===== src/rtl/store_merge_if.sv =====
// Store request / data memory bundle for store_merge.
// The DUT attaches through the slave modport; the requester and the memory
// model attach through the master modport.
//
// Handshake: a request transfers on a rising CPU_CLK edge where ReqValid and
// ReqReady are both high. ReqReady depends only on the block's state, never
// on ReqValid. The requester holds ReqValid and the request fields stable
// until that edge. ReqValid seen while ReqReady is low is ignored.
interface store_merge_if #(
  parameter int WADDR_W = 12
);
  logic               ReqValid;
  logic               ReqReady;
  logic [1:0]         ReqType;
  logic [31:0]        ReqAddr;
  logic [31:0]        ReqData;
  logic               Busy;
  logic               MisalignErr;
  logic [WADDR_W-1:0] MemAddr;
  logic               MemRe;
  logic [31:0]        MemRdata;
  logic               MemWe;
  logic [31:0]        MemWdata;

  modport master (
    output ReqValid, ReqType, ReqAddr, ReqData, MemRdata,
    input  ReqReady, Busy, MisalignErr, MemAddr, MemRe, MemWe, MemWdata
  );

  modport slave (
    input  ReqValid, ReqType, ReqAddr, ReqData, MemRdata,
    output ReqReady, Busy, MisalignErr, MemAddr, MemRe, MemWe, MemWdata
  );
endinterface


===== src/rtl/store_merge.sv =====
// store_merge: places SB/SH/SW store data on the correct byte lanes and
// writes a word-only data memory. Sub-word stores do a read-modify-write
// (READ -> MERGE -> WRITE); full-word stores go straight to WRITE.
// Misaligned or reserved requests are dropped with a one-cycle MisalignErr.
//
// Optional feature, macro STORE_FWD_EN: a one-entry buffer holding the last
// written word and its word address. A sub-word store that hits it skips
// READ and merges into the buffered word instead of MemRdata.
module store_merge #(
  parameter int WADDR_W = 12
) (
  input  logic         CPU_CLK,
  input  logic         CPU_RST,
  store_merge_if.slave bus,
  output logic [1:0]   state_dbg
);

  typedef enum logic [1:0] {
    IDLE  = 2'd0,
    READ  = 2'd1,
    MERGE = 2'd2,
    WRITE = 2'd3
  } state_t;

  localparam logic [1:0] TYPE_SB = 2'b00;
  localparam logic [1:0] TYPE_SH = 2'b01;
  localparam logic [1:0] TYPE_SW = 2'b10;

  state_t             state;
  state_t             state_next;

  // Latched request
  logic [WADDR_W-1:0] addr_q;
  logic [1:0]         type_q;
  logic [1:0]         lane_q;
  logic [15:0]        data_q;
  logic [31:0]        wdata_q;
  logic               err_q;

  // Request decode
  logic               accept;
  logic               req_bad;
  logic               fwd_hit;
  logic [WADDR_W-1:0] req_wa;
  logic [31:0]        merge_src;
  logic [31:0]        merged;

  // Address bits above the memory's word range do not take part in the store.
  logic               unused_addr_hi;
  assign unused_addr_hi = ^bus.ReqAddr[31:WADDR_W+2];

`ifdef STORE_FWD_EN
  logic               fwd_valid;
  logic [WADDR_W-1:0] fwd_addr;
  logic [31:0]        fwd_data;
  logic               fwd_hit_q;
`endif

  // Classify the incoming request: alignment / reserved-type check
  always_comb begin
    req_wa = bus.ReqAddr[WADDR_W+1:2];
    accept = (state == IDLE) && bus.ReqValid;
    case (bus.ReqType)
      TYPE_SB: req_bad = 1'b0;
      TYPE_SH: req_bad = bus.ReqAddr[0];
      TYPE_SW: req_bad = |bus.ReqAddr[1:0];
      default: req_bad = 1'b1;
    endcase
`ifdef STORE_FWD_EN
    fwd_hit = fwd_valid && (fwd_addr == req_wa) && (bus.ReqType != TYPE_SW);
`else
    fwd_hit = 1'b0;
`endif
  end

  // State register; reset abandons any store in flight
  always_ff @(posedge CPU_CLK or posedge CPU_RST) begin
    if (CPU_RST) begin
      state <= IDLE;
    end else begin
      state <= state_next;
    end
  end

  // Next-state logic
  always_comb begin
    state_next = state;
    case (state)
      IDLE: begin
        if (accept && !req_bad) begin
          if (bus.ReqType == TYPE_SW) begin
            state_next = WRITE;
          end else if (fwd_hit) begin
            state_next = MERGE;
          end else begin
            state_next = READ;
          end
        end
      end
      READ:    state_next = MERGE;
      MERGE:   state_next = WRITE;
      WRITE:   state_next = IDLE;
      default: state_next = IDLE;
    endcase
  end

  // State-decoded outputs; strobes fall with the async reset of state
  always_comb begin
    bus.ReqReady    = (state == IDLE);
    bus.Busy        = (state != IDLE);
    bus.MemRe       = (state == READ);
    bus.MemWe       = (state == WRITE);
    bus.MisalignErr = err_q;
    bus.MemAddr     = addr_q;
    bus.MemWdata    = wdata_q;
    state_dbg       = state;
  end

  // Lane merge: replace the addressed byte / half, keep every other bit
  always_comb begin
    merge_src = bus.MemRdata;
`ifdef STORE_FWD_EN
    if (fwd_hit_q) begin
      merge_src = fwd_data;
    end
`endif
    merged = merge_src;
    case (type_q)
      TYPE_SB: begin
        case (lane_q)
          2'd0:    merged[7:0]   = data_q[7:0];
          2'd1:    merged[15:8]  = data_q[7:0];
          2'd2:    merged[23:16] = data_q[7:0];
          default: merged[31:24] = data_q[7:0];
        endcase
      end
      TYPE_SH: begin
        if (lane_q[1]) begin
          merged[31:16] = data_q;
        end else begin
          merged[15:0] = data_q;
        end
      end
      default: merged = merge_src;
    endcase
  end

  // Request latch, write-word register and error pulse
  always_ff @(posedge CPU_CLK or posedge CPU_RST) begin
    if (CPU_RST) begin
      addr_q  <= '0;
      type_q  <= '0;
      lane_q  <= '0;
      data_q  <= '0;
      wdata_q <= '0;
      err_q   <= 1'b0;
    end else begin
      err_q <= accept && req_bad;
      if (accept) begin
        addr_q <= req_wa;
        type_q <= bus.ReqType;
        lane_q <= bus.ReqAddr[1:0];
        data_q <= bus.ReqData[15:0];
        if (!req_bad && (bus.ReqType == TYPE_SW)) begin
          wdata_q <= bus.ReqData;
        end
      end
      if (state == MERGE) begin
        wdata_q <= merged;
      end
    end
  end

`ifdef STORE_FWD_EN
  // Forward buffer: mirrors the word committed by every WRITE
  always_ff @(posedge CPU_CLK or posedge CPU_RST) begin
    if (CPU_RST) begin
      fwd_valid <= 1'b0;
      fwd_addr  <= '0;
      fwd_data  <= '0;
      fwd_hit_q <= 1'b0;
    end else begin
      if (accept) begin
        fwd_hit_q <= fwd_hit;
      end
      if (state == WRITE) begin
        fwd_valid <= 1'b1;
        fwd_addr  <= addr_q;
        fwd_data  <= wdata_q;
      end
    end
  end
`endif

endmodule


===== src/flat_wrapper.sv =====
// flat-port wrapper written by rule: the top's interface ports become plain ports
module store_merge_flat 
#(
  parameter int WADDR_W = 12
)
  (CPU_CLK, CPU_RST, state_dbg, bus_ReqValid, bus_ReqType, bus_ReqAddr, bus_ReqData, bus_MemRdata, bus_ReqReady, bus_Busy, bus_MisalignErr, bus_MemAddr, bus_MemRe, bus_MemWe, bus_MemWdata);
  store_merge_if #(.WADDR_W(WADDR_W)) bus_i ();
  input  logic CPU_CLK;
  input  logic CPU_RST;
  output logic [1:0] state_dbg;
  input wire logic [$bits(bus_i.ReqValid)-1:0] bus_ReqValid;
  input wire logic [$bits(bus_i.ReqType)-1:0] bus_ReqType;
  input wire logic [$bits(bus_i.ReqAddr)-1:0] bus_ReqAddr;
  input wire logic [$bits(bus_i.ReqData)-1:0] bus_ReqData;
  input wire logic [$bits(bus_i.MemRdata)-1:0] bus_MemRdata;
  output wire logic [$bits(bus_i.ReqReady)-1:0] bus_ReqReady;
  output wire logic [$bits(bus_i.Busy)-1:0] bus_Busy;
  output wire logic [$bits(bus_i.MisalignErr)-1:0] bus_MisalignErr;
  output wire logic [$bits(bus_i.MemAddr)-1:0] bus_MemAddr;
  output wire logic [$bits(bus_i.MemRe)-1:0] bus_MemRe;
  output wire logic [$bits(bus_i.MemWe)-1:0] bus_MemWe;
  output wire logic [$bits(bus_i.MemWdata)-1:0] bus_MemWdata;
  assign bus_i.ReqValid = bus_ReqValid;
  assign bus_i.ReqType = bus_ReqType;
  assign bus_i.ReqAddr = bus_ReqAddr;
  assign bus_i.ReqData = bus_ReqData;
  assign bus_i.MemRdata = bus_MemRdata;
  assign bus_ReqReady = bus_i.ReqReady;
  assign bus_Busy = bus_i.Busy;
  assign bus_MisalignErr = bus_i.MisalignErr;
  assign bus_MemAddr = bus_i.MemAddr;
  assign bus_MemRe = bus_i.MemRe;
  assign bus_MemWe = bus_i.MemWe;
  assign bus_MemWdata = bus_i.MemWdata;
  store_merge #(.WADDR_W(WADDR_W)) u_core (.CPU_CLK(CPU_CLK), .CPU_RST(CPU_RST), .bus(bus_i), .state_dbg(state_dbg));
endmodule

===== config.mk =====
export PLATFORM = sky130hd
export DESIGN_NAME = store_merge_flat
export DESIGN_NICKNAME = d
export VERILOG_FILES = /design/src/rtl/store_merge_if.sv /design/src/rtl/store_merge.sv /design/src/flat_wrapper.sv
export SDC_FILE = /design/constraint.sdc
export NUM_CORES = 1
export LEC_CHECK = 0
export BUFFER_PORTS_ARGS = -buffer_cell sky130_fd_sc_hd__buf_2
export CORE_UTILIZATION = 52
export CTS_CLUSTER_DIAMETER = 30
export DETAILED_ROUTE_END_ITERATION = 7
export PLACE_DENSITY = 0.84
export SKIP_LAST_GASP = 1
export SLEW_MARGIN = 20
export SYNTH_ARGS = -nofsm -noshare
export SYNTH_HDL_FRONTEND = slang
export SYNTH_SLANG_ARGS = --single-unit

===== constraint.sdc =====
create_clock -name CPU_CLK -period 5.1 [get_ports CPU_CLK]
set_clock_uncertainty 0.05 [all_clocks]
set_input_delay 0.765 -clock CPU_CLK [delete_from_list [all_inputs] [get_ports CPU_CLK]]
set_output_delay 0.765 -clock CPU_CLK [all_outputs]
set_load 0.05 [all_outputs]

# [After elaboration in Yosys (flattened, before gate mapping)]
# Index checks and enable logic that the tools add are counted.
[word_totals] register_bits=67 in_bits=101 out_inout_bits=51 wordCells=45
[classes] eq_ne=9 mux=14 n_reduce_logical=15
[op_table] operator="two-way mux 32 bit" count=3
[op_table] operator="case mux 32 bit (2 select lines)" count=1
[op_table] operator="two-way mux 16 bit" count=2
[op_table] operator="two-way mux 8 bit" count=4
[op_table] operator="== test 2 x 1 -> 1 bit (second input constant)" count=4
[op_table] operator="== test 2 bit (second input constant)" count=4
[op_table] operator="logical NOT 2 bit" count=4
[op_table] operator="case mux 2 bit (4 select lines)" count=1
[op_table] operator="nonzero test 2 bit" count=3
[op_table] operator="logical AND 1 bit" count=4
[op_table] operator="two-way mux 2 bit" count=2
[op_table] operator="case mux 1 bit (3 select lines)" count=1
[op_table] operator="OR reduction 3 bit" count=1
[op_table] operator="!= test 2 x 1 -> 1 bit (second input constant)" count=1
[op_table] operator="AND reduction 2 bit" count=1
[op_table] operator="OR reduction 2 bit" count=1
[op_table] operator="logical NOT 1 bit" count=1

# [Depth between registers and ports, before layout]
# Gate-level depths: netlist (run 1).
[logic_depth] depth_word=7 depth_mapped=8 mapped_depth_nobuf=6

# [Worst setup path before layout (run 1)]
# OpenSTA, ideal clock, no wires.
[synth_timing] path_type="flip-flop to output port" startpoint="register u_core.state[0] (netlist: u_core.state_dbg[0])" endpoint="output bus_Busy" arrival_time_ns=1.739 required_time_ns=4.285 slack_ns=2.546 path_stages_with_launch=4 path_buffers=0 path_cell_list="dfrtp_1 inv_1 ha_1 inv_1"
[synth_between] elab_chain_cells=1
[synth_rtl] element="start: declaration" line_no="store_merge.sv:29" source="state_t state;"
[synth_rtl] element="start signal: assignment" line_no="store_merge.sv:81" source="state <= state_next;"
[synth_rtl] element="nonzero test 2 bit" line_no="store_merge.sv:110" source="bus.Busy = (state != IDLE);"
[synth_rtl] element="end: declaration" line_no="flat_wrapper.sv:17" source="output wire logic [$bits(bus_i.Busy)-1:0] bus_Busy;"
# No other way between the ends.

# [Final worst setup path (run 1)]
[layout_timing] startpoint="register u_core.state[0] (netlist: u_core.state_dbg[0])" endpoint="register u_core.wdata_q[28] (netlist: u_core.bus.MemWdata[28])"
[layout_between] elab_chain_cells=4 word_cells_on_any_way=7 cone_classes="eq/ne: 1; mux: 1; reduce/logical: 5"
[layout_rtl] element="logical NOT 2 bit" line_no="store_merge.sv:62" source="accept = (state == IDLE) && bus.ReqValid;"
[layout_rtl] element="logical AND 1 bit" line_no="store_merge.sv:62"
[layout_rtl] element="nonzero test 2 bit (no line)"
[layout_rtl] element="AND reduction 2 bit (no line)"
[layout_rtl] element="end signal: assignment" line_no="store_merge.sv:165" source="wdata_q <= bus.ReqData;"
[layout_rtl] element="end signal: assignment" line_no="store_merge.sv:169" source="wdata_q <= merged;"
[layout_rtl] element="end: declaration" line_no="store_merge.sv:37" source="logic [31:0] wdata_q;"
# Several ways; a longest one is shown, not always the timed one.
# A chain may end at the register's enable or synchronous reset.

==> results of run 1 <==
[final cells by class]
type                    instances  share of cell area (%)
multi-input cells             206                   40.64
flip-flops and latches         67                   37.05
clock buffers                  14                   3.594
well taps                      96                   2.654
repair buffers                136                   15.21
clock inverters                 2                  0.2212
inverters                       7                  0.6359
[cell families after synthesis]
logic type	synth area share, %
flops	45.84
mux	28.22
compound gates	13.92
simple gates	6.090
fa+ha+maj	1.711
buf+inv	4.208
[worst max-delay path by stage]
stage	from	to	slack, ns	cells after the start
after floorplan	u_core.state_dbg[0]	bus_Busy	2.55	3
after global placement	bus_ReqValid	u_core.bus.MemWdata[14]	2.55	7
after detailed placement	bus_ReqValid	u_core.bus.MemWdata[27]	2.48	7
after CTS	u_core.state_dbg[0]	u_core.bus.MemWdata[28]	2.54	8
after global routing	u_core.state_dbg[0]	u_core.bus.MemWdata[13]	2.29	8
final	u_core.state_dbg[0]	u_core.bus.MemWdata[28]	2.54	8
[critical path, stage by stage, from the launching register on]
cell	delay (ns)
dfrtp_1	0.40
inv_1	0.13
ha_1	0.30
nand2_1	0.09
buf_4	0.40
nor2b_1	0.11
buf_4	0.22
nor2_2	0.56
o2bb2ai_1	0.19
[per-layer routing]
| layer | vias to the layer above | share of wire (%) | global-route usage (%) |
|---|---|---|---|
| li1 | 1363 | - | - |
| met1 | 1475 | 45 | 32.37 |
| met2 | 88 | 49 | 41.20 |
| met3 | 10 | 4.9 | 6.064 |
| met4 | 0 | 1.5 | 9.394 |
| met5 | - | 0 | 0 |
[cell usage after synthesis (all sizes together)]
| master | n | area (um2) |
|---|---|---|
| inv | 7 | 28.78 |
| o2111a | 15 | 168.9 |
| a21o | 1 | 8.760 |
| mux2i | 66 | 660.6 |
| buf | 14 | 96.34 |
| nand3 | 1 | 17.52 |
| o2bb2ai | 16 | 140.1 |
| nand4 | 1 | 6.260 |
| nor3b | 1 | 12.51 |
| nand3b | 1 | 7.510 |
| a21oi | 17 | 85.08 |
| nor2b | 3 | 18.77 |
| nor4b | 1 | 23.77 |
| dfrtp | 67 | 1677 |
| nand2b | 1 | 6.260 |
| and3b | 1 | 10.01 |
| nand2 | 25 | 96.35 |
| clkbuf | 5 | 28.77 |
| mux2 | 33 | 371.6 |
| o211ai | 1 | 21.27 |
| ha | 5 | 62.56 |
| a211oi | 1 | 20.02 |
| o21ai | 10 | 50.05 |
| a221oi | 1 | 15.01 |
| nor3 | 2 | 10.01 |
| nor2 | 3 | 13.77 |
[flip-flops by register name, summed over array words and instances, names as in the netlist]
signal and flops:
u_core.bus.MemWdata 32, u_core.type_q 2, u_core.bus.MemAddr 12, u_core.data_q 16, u_core.bus.MisalignErr 1, u_core.lane_q 2
u_core.state_dbg 2
[cells in the final DEF, fill, tap and decap left out, types with 2 or more instances in the layout]
master / count
nor2_1: 2
clkbuf_8: 11
nand2_1: 24
a21oi_1: 17
o2bb2ai_1: 16
o21ai_0: 10
ha_1: 4
inv_1: 5
clkbuf_1: 3
nor3_1: 2
mux2_2: 32
buf_4: 3
clkinv_2: 2
mux2i_1: 66
dfrtp_1: 67
o2111a_1: 15
buf_2: 133
nor2b_1: 3
[power groups by stage]
| stage | Sequential (W) | Combinational, W | Clock (W) |
|---|---|---|---|
| 2_1_floorplan | 0.00165 | 0.000975 | 0 |
| 3_3_place_gp | 0.00104 | 0.00195 | 0 |
| 3_5_place_dp | 0.00105 | 0.00200 | 0 |
| 4_1_cts | 0.00105 | 0.00200 | 0.000404 |
| 5_1_grt | 0.00108 | 0.00212 | 0.000428 |
| 6_report | 0.00105 | 0.00199 | 0.000395 |
[through the flow]
stage                     cell area, um2  total power [W]  cells
final                               4526         0.003441    528
after global routing                4526         0.003629    528
after CTS                           4516         0.003455    528
after detailed placement            4343         0.003052    512
after global placement              4343         0.002989    512
after floorplan                     3657         0.002621    299
==> results.sh, run 1 <==
export IMPL_startpoint_type="flip-flop"
export IMPL_holdBufCountCts=0
export IMPL_fin_setup_tns_ns=0
export IMPL_multi_input_area_um2=1839
export IMPL_ios=152
export IMPL_postCtsSetupBuffers=0
export IMPL_placementRows=30
export IMPL_whs_ns=0.3518
export IMPL_synth_fp_nets=405
export IMPL_ys_warn_count=0
export IMPL_arrival_ns=2.77
export IMPL_max_slew_margin_pct=52.84
export IMPL_start_util_pct=53.83
export IMPL_nFillCells=540
export IMPL_fp_dieArea_um2=7373
export IMPL_finalHoldViolCount=0
export IMPL_clkPwrFrac_pct=11.5
export IMPL_endpoint_kind="flip-flop"
export IMPL_final_nets=533
export IMPL_numPortBuffers=133
export IMPL_cts_buffers=9
export IMPL_vias_per_cell=5.561
export IMPL_worstHoldPathType="input port to async pin"
export IMPL_swShare_pct=51.48
export IMPL_num_vias=2936
export IMPL_regToRegSetupSlack_ns=2.54
export IMPL_vdd_drop_max_mv=0.4623
export IMPL_cts_buffer_depth=2
export IMPL_synth_cell_types=34
export IMPL_drc=0
export IMPL_seq_power_share_pct=30.6
export IMPL_clock_sinks=67
export IMPL_r2r_start="u_core.state_dbg[0]"
export IMPL_h_tree_depth=3
export IMPL_clockRootBuffer="clkbuf_8"
export IMPL_dp_slack_ns=2.484
export IMPL_core_area_um2=6794
export IMPL_routed_wirelength_mm=8.845
export IMPL_drive_gt1_share_pct=44.91
export IMPL_chipWidth_um=85.87
export IMPL_grt_pass1_wl_mm=14.21
export IMPL_p_sw_w=0.001772
export IMPL_grt_pass1_vias=2935
export IMPL_antenna_found_initial=0
export IMPL_status="completed"
export IMPL_path_class="flip-flop to flip-flop"
export IMPL_grt_overflow_total=0
export IMPL_fin_util_pct=66.61
export IMPL_crit_required_ns=5.31
export IMPL_track_usage_pct=25.13
export IMPL_min_period_ns=2.562
export IMPL_slew_viol_final=0
export IMPL_rsz0062_at_grt="no"
export IMPL_reg2reg_depth=8
export IMPL_cts_clk_slew_worst_paths_ns=0.07
export IMPL_cap_violations=0
export IMPL_ys_ff_latch=67
export IMPL_worst_pin_slew_ns=0.7066
export IMPL_syn2layout_area_growth_pct=23.74
export IMPL_p_leak_nw=2.279
export IMPL_diodes=0
export IMPL_routedWlPerCell_um=16.75
export IMPL_clk_latency_ns=0.34
export IMPL_cts_resized=0
export IMPL_power_density_nw_per_um2=760.4
export IMPL_seqCellArea_um2=1677
export IMPL_syn_inst=299
export IMPL_finalWorstSetupSlack_ns=2.538
export IMPL_die_height_um=85.87
export IMPL_netlist_area_um2=3657
export IMPL_max_freq_mhz=390.3
export IMPL_intPower_w=0.001670
export IMPL_r2r_end="u_core.bus.MemWdata[28]"
export IMPL_place_congestion=0.7930
export IMPL_ant_nets=0
export IMPL_setup_viol=0
export IMPL_synth_avg_cell_area_um2=12.23
export IMPL_drt_iter0_drc=114
export IMPL_cts_tree="done"
export IMPL_finalCritPeriodShare_pct=50.24
export IMPL_path_max_fanout=34
export IMPL_hpwl_mm=6.280
export IMPL_grt_max_degree=51
export IMPL_firstDrtPassIters=4
export IMPL_ys_seq_area_share_pct=45.84
export IMPL_p_comb_share_pct=58.0
(Power assumes the default switching activity.)
==> run 2: changes to the inputs <==
- CORE_UTILIZATION: 52 -> 48
- PLACE_DENSITY: 0.84 -> 0.78
- clock period: 5.1 -> 2.5 ns (I/O delays scaled with it)
==> run 2 against run 1 <==
Sequential share of layout area shrank 0.24 points. Largest cell class unchanged. Combinational power is 110% higher. Final area grew 0.66%. Total power rose by 100%. Sequential power up 100%.
==> results.sh, run 2 (synthesized netlist as in run 1, its figures left out) <==
export IMPL_p_comb_share_pct=58.0
export IMPL_finalCritPeriodShare_pct=77.70
export IMPL_die_height_um=89.29
export IMPL_p_leak_nw=2.284
export IMPL_setup_viol=0
export IMPL_path_max_fanout=5
export IMPL_final_nets=537
export IMPL_ios=152
export IMPL_drt_iter0_drc=144
export IMPL_cts_buffer_depth=2
export IMPL_crit_required_ns=2.08
export IMPL_placed_cells=519
export IMPL_r2r_end="u_core.data_q[13]"
export IMPL_final_common_cell="buf_2"
export IMPL_clockRootBuffer="clkbuf_8"
export IMPL_slew_viol_final=0
export IMPL_num_vias=2893
export IMPL_power_density_nw_per_um2=1543
export IMPL_arrival_ns=1.52
export IMPL_met3_usage_pct=5.633
export IMPL_reg2reg_depth=5
export IMPL_power_w=0.007029
export IMPL_placementRows=31
export IMPL_cp_depth=3
export IMPL_intPower_w=0.003392
export IMPL_max_stage_delay_ns=0.42
export IMPL_h_tree_depth=3
export IMPL_cts_resized=0
export IMPL_grt_overflow_total=0
export IMPL_hpwl_mm=6.576
export IMPL_track_usage_pct=23.53
export IMPL_p_sw_w=0.003637
export IMPL_busiest_layer="met2"
export IMPL_routed_wirelength_mm=8.928
export IMPL_ant_nets=0
export IMPL_final_cell_mix="133 x buf_2, 67 x dfrtp_1, 66 x mux2i_1"
export IMPL_swShare_pct=51.74
export IMPL_vias_per_cell=5.407
export IMPL_start_util_pct=50.15
export IMPL_max_freq_mhz=514.8
export IMPL_path_class="flip-flop to output port"
export IMPL_firstDrtPassIters=4
export IMPL_regToRegSetupSlack_ns=0.61
export IMPL_largest_register_ffs=32
export IMPL_place_congestion=0.8187
export IMPL_cts_clk_slew_worst_paths_ns=0.08
export IMPL_slowest_stage="dfrtp_1"
export IMPL_path_buf_inv=2
export IMPL_r2r_start="u_core.state_dbg[0]"
export IMPL_cts_tree="done"
export IMPL_holdBufCountCts=0
export IMPL_crit_chain="inv_1 -> ha_1 -> buf_2"
export IMPL_core_area_um2=7292
export IMPL_instances_no_fill=535
export IMPL_antenna_found_initial=1
export IMPL_worstHoldPathType="input port to async pin"
export IMPL_grt_pass1_vias=2704
export IMPL_finalHoldViolCount=0
export IMPL_crit_family="buffers and inverters"
export IMPL_fp_dieArea_um2=7973
export IMPL_worst_pin_slew_ns=0.7180
export IMPL_syn2layout_area_growth_pct=24.56
export IMPL_rsz0062_at_grt="no"
export IMPL_startpoint_type="flip-flop"
export IMPL_seq_power_share_pct=30.4
export IMPL_cts_buffers=9
export IMPL_postCtsSetupBuffers=0
export IMPL_chipWidth_um=89.29
export IMPL_grt_pass1_wl_mm=13.71
export IMPL_routedWlPerCell_um=16.69
export IMPL_min_period_ns=1.942
export IMPL_clock_sinks=67
export IMPL_status="completed"
export IMPL_vdd_drop_max_mv=0.8677
export IMPL_cap_violations=0
export IMPL_cp_endpoint="bus_ReqReady"
export IMPL_met2_usage_pct=36.57
export IMPL_cp_startpoint="u_core.state_dbg[1]"
export IMPL_use_met1_pct=32.09
export IMPL_fin_setup_tns_ns=0
export IMPL_numPortBuffers=133
export IMPL_clk_latency_ns=0.34
export IMPL_drc=0
export IMPL_max_slew_margin_pct=52.08
export IMPL_grt_max_degree=34
export IMPL_endpoint_kind="output port"
export IMPL_clkPwrFrac_pct=11.6
export IMPL_drive_gt1_share_pct=45.98
-- run 2: metal layers --
| layer | vias up | routed length [um] |
|---|---|---|
| met1 | 1398 | 4108 |
| met3 | 7 | 658 |
| li1 | 1372 | - |
| met5 | - | 0 |
| met4 | 0 | 96 |
| met2 | 116 | 4065 |
-- run 2: layout make-up --
class / instances / area [um2]
multi-input cells: 206 / 1829
well taps: 99 / 123.9
diodes: 1 / 2.502
clock buffers: 10 / 137.6
clock inverters: 5 / 38.79
flip-flops and latches: 67 / 1677
inverters: 7 / 28.78
fillers: 627 / 2736
repair buffers: 140 / 718.2
-- run 2: how the worst min path moves through the flow --
stage	endpoint	slack (ns)
after global routing	u_core.state_dbg[0]	0.08
final	u_core.state_dbg[0]	0.05
after CTS	u_core.state_dbg[0]	0.06
after floorplan	u_core.data_q[10]	0.45
after global placement	u_core.bus.MemWdata[28]	0.42
after detailed placement	u_core.bus.MemWdata[13]	0.43
-- run 2: metrics by stage --
stage               area (um2)  worst slack [ns]  util [%]  hold WS, ns
floorplan                 3657            0.1017         -       0.4518
global placement          4377            0.6819     60.02       0.4184
detailed placement        4377            0.6195     60.02       0.4282
CTS                       4553            0.5380     62.44      0.05548
global route              4553            0.4299     62.44      0.07939
finish                    4556            0.5576     62.47      0.05178
-- run 2: power by group through the flow --
stage / logic, W / clock network, W / registers, W
2_1_floorplan: 0.00199 / 0 / 0.00336
3_3_place_gp: 0.00402 / 0 / 0.00211
3_5_place_dp: 0.00410 / 0 / 0.00214
4_1_cts: 0.00411 / 0.000828 / 0.00213
5_1_grt: 0.00436 / 0.000886 / 0.00222
6_report: 0.00408 / 0.000812 / 0.00214
==> run 3: changes to the inputs <==
- clock period: 2.5 -> 1.9 ns (I/O delays scaled with it)
==> run 3 against run 2 <==
Die area stayed put. Sequential share of layout area fell by 0.77 points. Core utilization increased by 1.4 points. Global-route usage rose by 0.37 points. Combinational power increased by 36%. Critical path depth unchanged. Final area up 2.3%. Flip-flop and latch count did not move. Via count up 0.35%. Routed wire length shrank 0.39%. Largest cell class unchanged.
==> results.sh, run 3 (synthesized netlist as in run 1, its figures left out) <==
export IMPL_p_leak_nw=2.340
export IMPL_fin_util_pct=63.90
export IMPL_max_freq_mhz=578.3
export IMPL_final_common_cell="buf_2"
export IMPL_clockRootBuffer="clkbuf_8"
export IMPL_startpoint_type="flip-flop"
export IMPL_cts_clk_slew_worst_paths_ns=0.07
export IMPL_vias_per_cell=5.346
export IMPL_worst_pin_slew_ns=0.5203
export IMPL_min_period_ns=1.729
export IMPL_firstDrtPassIters=4
export IMPL_cap_violations=0
export IMPL_start_util_pct=50.15
export IMPL_diodes=0
export IMPL_drc=0
export IMPL_routed_wirelength_mm=8.893
export IMPL_arrival_ns=1.39
export IMPL_chipWidth_um=89.29
export IMPL_grt_pass1_vias=2838
export IMPL_rsz0062_at_grt="no"
export IMPL_largest_register_ffs=32
export IMPL_grt_pass1_wl_mm=14.15
export IMPL_syn2layout_area_growth_pct=27.40
export IMPL_hpwl_mm=6.640
export IMPL_antenna_found_initial=0
export IMPL_worstHoldPathType="input port to flip-flop"
export IMPL_numPortBuffers=133
export IMPL_fp_dieArea_um2=7973
export IMPL_path_class="flip-flop to output port"
export IMPL_postCtsSetupBuffers=0
export IMPL_finalCritPeriodShare_pct=91.00
export IMPL_core_area_um2=7292
export IMPL_crit_required_ns=1.56
export IMPL_slew_viol_final=0
export IMPL_max_stage_delay_ns=0.43
export IMPL_power_w=0.009476
export IMPL_status="completed"
export IMPL_final_nets=545
export IMPL_power_density_nw_per_um2=2034
export IMPL_routedWlPerCell_um=16.38
export IMPL_placementRows=31
export IMPL_cts_tree="done"
export IMPL_final_cell_mix="133 x buf_2, 66 x mux2i_1, 65 x dfrtp_1"
export IMPL_clock_sinks=67
export IMPL_cts_buffers=9
export IMPL_placed_cells=526
export IMPL_grt_overflow_total=0
export IMPL_ant_nets=0
export IMPL_regToRegSetupSlack_ns=0.19
export IMPL_place_congestion=0.8469
export IMPL_h_tree_depth=3
export IMPL_crit_chain="inv_1 -> ha_4 -> buf_2"
export IMPL_drt_iter0_drc=132
export IMPL_cts_buffer_depth=2
export IMPL_clk_latency_ns=0.34
export IMPL_setup_viol=0
export IMPL_path_max_fanout=5
export IMPL_ios=152
export IMPL_endpoint_kind="output port"
export IMPL_fin_setup_tns_ns=0
export IMPL_track_usage_pct=23.90
export IMPL_drive_gt1_share_pct=47.52
export IMPL_num_vias=2903
export IMPL_finalHoldViolCount=0
export IMPL_instances_no_fill=543
export IMPL_nFillCells=634
export IMPL_max_slew_margin_pct=65.16
export IMPL_die_height_um=89.29
export IMPL_vdd_drop_max_mv=1.251
export IMPL_slowest_stage="dfrtp_2"
export IMPL_grt_max_degree=40
==> run 3: cell types whose count changed in the layout (fill, tap and decap cells not counted), sizes merged <==
| cell | previous run | this run |
|---|---|---|
| clkinv | 0 | 3 |
| clkbuf | 10 | 11 |
| buf | 140 | 147 |
| diode | 1 | 0 |
| inv | 8 | 6 |
| dlygate4sd3 | 0 | 1 |
| clkinvlp | 4 | 2 |
| bufinv | 0 | 1 |
==> run 3: power by group <==
group / switching [W] / internal, W / total (W) / leakage [nW]
clock network: 0.000526 / 0.000635 / 0.00116 / 0.0991
logic: 0.00365 / 0.00189 / 0.00554 / 1.45
registers: 0.000591 / 0.00218 / 0.00277 / 0.787
total: 0.00477 / 0.00471 / 0.00948 / 2.34
==> run 3: routing by layer <==
layer / up-vias / GRT usage [%] / wire length, um
li1: 1385 / - / -
met1: 1386 / 32.38 / 4126
met2: 116 / 38.24 / 4013
met3: 16 / 3.232 / 560
met4: 0 / 11.11 / 191
met5: - / 0 / 0
==> run 3: area by class of cell <==
cell class	instances	area, um2	area share (%)
Multi-Input combinational cell	206	1849	39.69
Sequential cell	67	1679	36.04
Timing Repair Buffer	148	780.7	16.76
Clock buffer	11	141.4	3.034
Tap cell	99	123.9	2.658
Clock inverter	5	52.55	1.128
Inverter	7	32.53	0.6982
==> run 3: per-stage QoR <==
step                      setup slack (ns)  area [um2]  hold WS, ns
after floorplan                   -0.02311        3677       0.3853
after global placement              0.1800        4448       0.3571
after detailed placement            0.1612        4448       0.3562
after CTS                           0.1322        4652       0.1087
after global routing               0.04602        4659       0.1172
final                               0.1709        4659       0.1231
==> run 3: final timing paths <==
path / start / to / cells past startpoint
max in group asynchronous: CPU_RST / u_core.state_dbg[1] / 4
min: bus_ReqAddr[5] / u_core.bus.MemAddr[3] / 2
min in group asynchronous: CPU_RST / u_core.bus.MemAddr[0] / 4
max reg2reg: u_core.state_dbg[0] / u_core.bus.MemWdata[14] / 6
min reg2reg: u_core.bus.MemWdata[25] / u_core.bus.MemWdata[25] / 1
max: u_core.state_dbg[0] / bus_ReqReady / 3
==> run 3: worst max-delay path, delay by kind of cell (launching register included) <==
family	cells	cell delay, ns
buffers and inverters	2	0.43
DFF	1	0.43
adders and majority gates	1	0.20
==> run 3: what timing repair did <==
action | in CTS | in global routing
hold buffers | 1 | 0
resized for setup | 0 | 2
endpoints found under the setup margin | 0 | 14
hold endpoints to repair | 24 | 0
